--- config.mk ---
export PLATFORM = sky130hd
export DESIGN_NAME = warp_context_table
export DESIGN_NICKNAME = d
export VERILOG_FILES = /design/src/rtl/warp_context_table.sv
export SDC_FILE = /design/constraint.sdc
export NUM_CORES = 2
export LEC_CHECK = 0
export BUFFER_PORTS_ARGS = -buffer_cell sky130_fd_sc_hd__buf_2
export CORE_AREA = 2 2 314 316
export CTS_CLUSTER_SIZE = 16
export DETAILED_ROUTE_END_ITERATION = 7
export DIE_AREA = 0 0 316 318
export GPL_ROUTABILITY_DRIVEN = 0
export SLEW_MARGIN = 20
export SYNTH_ARGS = -nofsm -noshare
export SYNTH_HDL_FRONTEND = slang
export SYNTH_SLANG_ARGS = --single-unit
--- constraint.sdc ---
create_clock -name clk -period 11.8 [get_ports clk]
set_clock_uncertainty 0.2 [all_clocks]
set_input_delay 2.95 -clock clk [delete_from_list [all_inputs] [get_ports clk]]
set_output_delay 2.95 -clock clk [all_outputs]
set_load 0.005 [all_outputs]
--- src/rtl/warp_context_table.sv ---
// rtl/warp_context_table.sv - per-core warp context store: PC, mask, status, age
// with barrier release and registered occupancy summaries.
module warp_context_table #(
    parameter int NUM_WARPS    = 8,
    parameter int WARP_SIZE    = 32,
    parameter int PC_WIDTH     = 32,
    parameter int AGE_WIDTH    = 8,
    parameter int NUM_PC_PORTS = 2,
    localparam int WID         = $clog2(NUM_WARPS)
) (
    input  logic                            clk,
    input  logic                            rst_n,
    input  logic                            init_valid,
    input  logic [WID-1:0]                  init_warp_id,
    input  logic [PC_WIDTH-1:0]             init_pc,
    input  logic [WARP_SIZE-1:0]            init_mask,
    input  logic [NUM_PC_PORTS-1:0]         pc_update,
    input  logic [NUM_PC_PORTS*WID-1:0]     pc_warp_id,
    input  logic [NUM_PC_PORTS*PC_WIDTH-1:0] new_pc,
    input  logic                            mask_update,
    input  logic [WID-1:0]                  mask_warp_id,
    input  logic [WARP_SIZE-1:0]            new_mask,
    input  logic                            stall_set,
    input  logic                            stall_clr,
    input  logic [WID-1:0]                  stall_warp_id,
    input  logic                            bar_arrive,
    input  logic [WID-1:0]                  bar_warp_id,
    input  logic                            warp_issued,
    input  logic [WID-1:0]                  issued_warp_id,
    output logic [NUM_WARPS*PC_WIDTH-1:0]   pc_out,
    output logic [NUM_WARPS*WARP_SIZE-1:0]  mask_out,
    output logic [NUM_WARPS*3-1:0]          status_out,
    output logic [NUM_WARPS*AGE_WIDTH-1:0]  age_out,
    output logic [NUM_WARPS-1:0]            valid_out,
    output logic [WID:0]                    active_count,
    output logic                            all_done,
    output logic                            bar_release
);

    typedef enum logic [2:0] {
        ST_IDLE    = 3'd0,
        ST_READY   = 3'd1,
        ST_STALLED = 3'd2,
        ST_BARRIER = 3'd3,
        ST_DONE    = 3'd4
    } status_t;

    logic [PC_WIDTH-1:0]  pc_q     [NUM_WARPS];
    logic [PC_WIDTH-1:0]  pc_d     [NUM_WARPS];
    logic [WARP_SIZE-1:0] mask_q   [NUM_WARPS];
    logic [WARP_SIZE-1:0] mask_d   [NUM_WARPS];
    status_t              status_q [NUM_WARPS];
    status_t              status_d [NUM_WARPS];
    logic [AGE_WIDTH-1:0] age_q    [NUM_WARPS];
    logic [AGE_WIDTH-1:0] age_d    [NUM_WARPS];
    logic [NUM_WARPS-1:0] valid_q;
    logic [NUM_WARPS-1:0] valid_d;
    logic [WID:0]         active_q;
    logic [WID:0]         active_d;
    logic [WID:0]         bar_cnt;
    logic                 release_now;
    logic                 any_valid;
    logic                 all_done_q;
    logic                 all_done_d;
    logic                 bar_release_q;

    // Release is judged on registered state, so a warp retiring this cycle
    // completes the barrier one cycle after it is seen as DONE.
    always_comb begin
        bar_cnt = '0;
        for (int w = 0; w < NUM_WARPS; w++) begin
            if (status_q[w] == ST_BARRIER)
                bar_cnt = bar_cnt + (WID+1)'(1);
        end
        release_now = (bar_cnt != '0) && (bar_cnt == active_q);
    end

    // Later writes in this block take priority: age/stall/barrier, then
    // release, then mask (DONE), PC ports in ascending order, and init last.
    always_comb begin
        for (int w = 0; w < NUM_WARPS; w++) begin
            pc_d[w]     = pc_q[w];
            mask_d[w]   = mask_q[w];
            status_d[w] = status_q[w];
            age_d[w]    = age_q[w];
            valid_d[w]  = valid_q[w];

            if (valid_q[w] && status_q[w] == ST_READY && age_q[w] != {AGE_WIDTH{1'b1}})
                age_d[w] = age_q[w] + AGE_WIDTH'(1);
            if (warp_issued && issued_warp_id == WID'(w))
                age_d[w] = '0;

            if (stall_set && stall_warp_id == WID'(w) && status_q[w] == ST_READY)
                status_d[w] = ST_STALLED;
            if (stall_clr && stall_warp_id == WID'(w) && status_q[w] == ST_STALLED)
                status_d[w] = ST_READY;
            if (bar_arrive && bar_warp_id == WID'(w) && status_q[w] == ST_READY)
                status_d[w] = ST_BARRIER;

            if (release_now && status_q[w] == ST_BARRIER) begin
                status_d[w] = ST_READY;
                age_d[w]    = '0;
            end

            if (mask_update && mask_warp_id == WID'(w)) begin
                mask_d[w] = new_mask;
                if (new_mask == '0)
                    status_d[w] = ST_DONE;
            end

            for (int p = 0; p < NUM_PC_PORTS; p++) begin
                if (pc_update[p] && pc_warp_id[p*WID +: WID] == WID'(w))
                    pc_d[w] = new_pc[p*PC_WIDTH +: PC_WIDTH];
            end

            if (init_valid && init_warp_id == WID'(w)) begin
                pc_d[w]     = init_pc;
                mask_d[w]   = init_mask;
                status_d[w] = ST_READY;
                age_d[w]    = '0;
                valid_d[w]  = 1'b1;
            end
        end
    end

    always_comb begin
        active_d  = '0;
        any_valid = 1'b0;
        for (int w = 0; w < NUM_WARPS; w++) begin
            if (valid_d[w]) begin
                any_valid = 1'b1;
                if (status_d[w] != ST_DONE)
                    active_d = active_d + (WID+1)'(1);
            end
        end
        all_done_d = any_valid && (active_d == '0);
    end

    always_ff @(posedge clk or negedge rst_n) begin
        if (!rst_n) begin
            for (int w = 0; w < NUM_WARPS; w++) begin
                pc_q[w]     <= '0;
                mask_q[w]   <= '0;
                status_q[w] <= ST_IDLE;
                age_q[w]    <= '0;
            end
            valid_q       <= '0;
            active_q      <= '0;
            all_done_q    <= 1'b0;
            bar_release_q <= 1'b0;
        end else begin
            for (int w = 0; w < NUM_WARPS; w++) begin
                pc_q[w]     <= pc_d[w];
                mask_q[w]   <= mask_d[w];
                status_q[w] <= status_d[w];
                age_q[w]    <= age_d[w];
            end
            valid_q       <= valid_d;
            active_q      <= active_d;
            all_done_q    <= all_done_d;
            bar_release_q <= release_now;
        end
    end

    always_comb begin
        for (int w = 0; w < NUM_WARPS; w++) begin
            pc_out[w*PC_WIDTH +: PC_WIDTH]     = pc_q[w];
            mask_out[w*WARP_SIZE +: WARP_SIZE] = mask_q[w];
            status_out[w*3 +: 3]               = status_q[w];
            age_out[w*AGE_WIDTH +: AGE_WIDTH]  = age_q[w];
        end
    end

    assign valid_out    = valid_q;
    assign active_count = active_q;
    assign all_done     = all_done_q;
    assign bar_release  = bar_release_q;

endmodule

-- Word-level counts from Yosys, hierarchy flattened
Cells that the tools add are included.
- register bits: 614
- input bits: 191
- equal/unequal tests: 90
- reduce and logical (&&, ||, !) cells: 148
- muxes and demuxes: 168
- $add $sub $neg: 22
- operator list (cell ; count):
    2-to-1 mux 32 bit ; 40
    2-to-1 mux 8 bit ; 32
    2-to-1 mux 3 bit ; 56
    logical AND 1 bit ; 114
    equality test 3 x 2 -> 1 bit (second input constant) ; 30
    equality test 3 bit (second input constant) ; 28
    2-to-1 mux 4 bit ; 21
    adder 8 x 1 -> 8 bit (second input constant) ; 8
    inequality test 8 bit (second input constant) ; 8
    adder 4 x 1 -> 4 bit (second input constant) ; 14
    equality test 3 x 1 -> 1 bit (second input constant) ; 15
    nonzero test 4 bit ; 9
    logical NOT 32 bit ; 1
    inequality test 3 bit (second input constant) ; 8
    nonzero test 3 bit ; 8
    logical NOT 3 bit ; 7
    2-to-1 mux 1 bit ; 19
    nonzero test 2 bit ; 8
    equality test 4 bit ; 1
    logical NOT 4 bit ; 1

-- Longest topological paths before layout
- depth after elaboration: 49
- mapped depth: 54

-- Worst setup path before layout
No wires, ideal clock.
- kind: reg2reg
- start: register status_q, in the netlist status_out[5]
- end: register all_done_q (netlist: all_done)
- required time: 11527 ps
- path buffers: 1
- setup time: 73 ps
- data arrival time: 9807 ps
- setup slack: 1720 ps
- cell stages (with the launch flop): 54
- cells stage by stage: dfrtp_1 -> nand3b_1 -> ha_1 -> nand4bb_1 -> o31ai_1 -> ha_1 -> nor4bb_1 -> nor2_1 -> ha_1 -> nand2_1 -> nand2_1 -> ha_1 -> and4b_1 -> a31oi_1 -> inv_1 -> nor2_1 -> inv_1 -> ha_1 -> (+18 left out) -> o211ai_1 -> o2111ai_1 -> ha_1 -> a211o_1 -> o21a_1 -> ha_1 -> nand2_1 -> nand2_1 -> ha_1 -> nor2b_1 -> a21oi_1 -> ha_1 -> mux2_2 -> ha_1 -> nand2_1 -> xor2_1 -> nand3_1 -> a21oi_2
- RTL lines (what ; RTL line ; text):
    start: declaration ; 52 ; status_t status_q [NUM_WARPS];
    start signal: indexed assignment ; 155 ; status_q[w] <= status_d[w];
    end signal: assignment ; 160 ; all_done_q <= all_done_d;
    end: declaration ; 63 ; logic all_done_q;

==> impl_metrics.toml <==
[sta]
setup_violations = 0
max_slew_margin_pct = 34.02
whs_ns = 0.2710
setup_tns_ns = 0
fmax_mhz = 90.37
timing_hold_violations_final = 0
fin_crit_ns = 11.07
rsz0062_at_grt = "false"
maxSlewViolCount = 0
period_share_pct = 93.78
tightest_slew_ns = 0.9807

[synth]
synth_nets = 3920
netlist-cell-type-count = 78
ys.flop_type = "dfrtp_1"
synth_area_sq_um = 33100
ys_async_sr_fraction_pct = 100.0
syn_area_per_cell_sq_um = 8.928
netlist_instances = 3708
seq_area_frac_synth_pct = 46.41
synth_edf_count = 0
ys_seq_elements = 614
synth_warnings = 0

[pwr]
vdd_ir_drop_max_mv = 0.1882
powerDensity_nw_per_um2 = 200.8
pwr-share-comb_pct = 36.2
p_int_mw = 5.096
power_frac_clock_pct = 28.1
seqPwrFrac_pct = 35.7
p_leak_nw = 19.94
p_sw_share_pct = 37.08
switching_power_mw = 3.004

[run]
drv_cap = 0

[floorplanning]
rows = 115
floorplan.initialDensity_pct = 33.98
core_region_area_sq_um = 97410
die-area_sq_um = 100500
die_w_microns = 316
boundaryPins = 805
die_y_microns = 318

[worst_setup_path]
max_stage_delay_ns = 0.44
start_kind = "register"
r2r-start = "status_out[2]$_DFF_PN0_"
cpLargestDelayFamily = "adder cells"
cp-end-kind = "register"
worst_ep_arrival_time_ns = 11.44
slowest_stage = "dfrtp_1"
path_max_fanout = 8
crit_buf_inv = 2
cp-startpoint = "status_out[2]$_DFF_PN0_"
cp_data_required_time_ns = 12.18
crit_type = "reg -> reg"
cp_common_cell = "ha_1"

[min_path]
hp-class = "reg -> reg"
hold_start = "pc_out[255]$_DFFE_PN0P_"

[route]
vias_per_cell = 5.328
drtPass1Iterations = 6
routed_wl_microns = 131600
vias = 29950
wl_per_cell_microns = 23.40
drt.antenna.violating_nets = 0
drc = 0
drt_iter0_drc = 2653

[global_routing]
grt_max_degree = 149
grt_overflow_total = 0
grtUsageTotal_pct = 25.43
grt_pass1_wl_microns = 192700
antenna_found_initial = 19
grt_pass1_vias = 28160

[cts]
clkSinkCount = 614
numCtsBuffers = 74
clk_pin_slew_ns = 0.06
cts_tree = "yes"
cts_max_level = 3
clk_path_buf_depth = 3
hold_buffers = 0
clockRootBuffer = "clkbuf_16"
clock_latency_ns = 0.65

[finish]
syn2layout_area_growth_pct = 21.87
layout_commonest_cell = "buf_2"
layout_common_cells = "buf_2, dfrtp_1, nand2_1, o21ai_0, mux2i_1"
finalNetCount = 4481
layout-drive-gt1-share_pct = 23.87

[status]
outcome = "completed"

[place]
portBuffers = 804
dp_hpwl_microns = 91740
## repair_timing
item,CTS,global route
setup endpoints to repair,0,4
resized for setup,0,10
setup buffers,0,3
## stage by stage
stage               cells  utilization [%]  area [sq um]  setup slack (ns)  power [mW]
detailed placement   5477            38.85         37850            0.4782       5.791
floorplan            3708                -         33100             1.720       4.579
global route         5619            41.41         40340          0.005335       8.574
finish               5622            41.42         40340            0.7340       8.100
CTS                  5607            41.29         40220            0.4194       8.091
global placement     5477            38.85         37850            0.8473       5.726
## Yosys cell counts (12+ instances only)
master | count | area share, %
ha_1 | 21 | 0.79
nand4_1 | 21 | 0.40
nor2_1 | 368 | 4.2
nor3_1 | 27 | 0.41
dfrtp_1 | 614 | 46
nand4b_1 | 13 | 0.34
mux2i_1 | 520 | 16
xor2_1 | 45 | 1.2
a21oi_1 | 272 | 4.1
and3_1 | 27 | 0.51
nor4_1 | 12 | 0.23
buf_1 | 38 | 0.43
clkbuf_1 | 295 | 3.3
nand3_1 | 28 | 0.42
buf_2 | 39 | 0.59
nand2b_1 | 22 | 0.42
o21ai_0 | 532 | 8.0
xnor2_1 | 35 | 0.93
a31oi_1 | 12 | 0.23
nand2_1 | 592 | 6.7
o21ai_1 | 14 | 0.21
## cell families after synthesis
logic type	Yosys count	share of synthesized area, %
simple gates	1178	15.26
fa+ha+maj	21	0.7937
mux	524	15.86
buf+inv	388	4.577
compound gates	890	14.08
xor+xnor	93	3.020
flops	614	46.41
## routing by layer
layer	part of all wire, %	GRT usage, %
met5	0.055	0
met4	4.5	11.84
met3	8.8	6.671
met2	46	39.68
met1	41	32.78
## registers in the layout, indices dropped and copies added (netlist names)
signal and count:
bar_release 1, active_count 4, pc_out 256, mask_out 256
all_done 1, valid_out 8, age_out 64, status_out 24
## cell type report
| type | count | area, sq um |
|---|---|---|
| Clock buffer | 106 | 2132 |
| Sequential cell | 614 | 15360 |
| Multi-Input combinational cell | 2706 | 16430 |
| Tap cell | 1287 | 1610 |
| Fill cell | 9693 | 57070 |
| Antenna cell | 12 | 30.03 |
| Inverter | 13 | 48.80 |
| Timing Repair Buffer | 860 | 4479 |
| Clock inverter | 24 | 246.5 |
## tightest hold or removal path: cells and delay by family, from the launching register on
family | cells | cell delay (ns)
compound gates | 1 | 0.05
flops | 1 | 0.34
simple gates | 1 | 0.04
## worst paths after layout
path / end / slack (ns) / cells after the start
worst max-delay path: all_done$_DFF_PN0_ / 0.73 / 52
max in group asynchronous: pc_out[173]$_DFFE_PN0P_ / 7.09 / 3
worst min-delay path: pc_out[255]$_DFFE_PN0P_ / 0.27 / 2
worst min register to register: pc_out[255]$_DFFE_PN0P_ / 0.27 / 2
min in group asynchronous: mask_out[19]$_DFFE_PN0P_ / 2.18 / 1
worst max register to register: all_done$_DFF_PN0_ / 0.73 / 52
## power groups by stage
| stage | Sequential, mW | Combinational [mW] | Clock (mW) |
|---|---|---|---|
| 4_1_cts | 2.89 | 2.89 | 2.32 |
| 5_1_grt | 2.95 | 3.22 | 2.41 |
| 2_1_floorplan | 2.90 | 1.68 | 0 |
| 6_report | 2.89 | 2.93 | 2.28 |
| 3_5_place_dp | 2.91 | 2.88 | 0 |
| 3_3_place_gp | 2.90 | 2.82 | 0 |
Power figures use the tool's default switching activity.
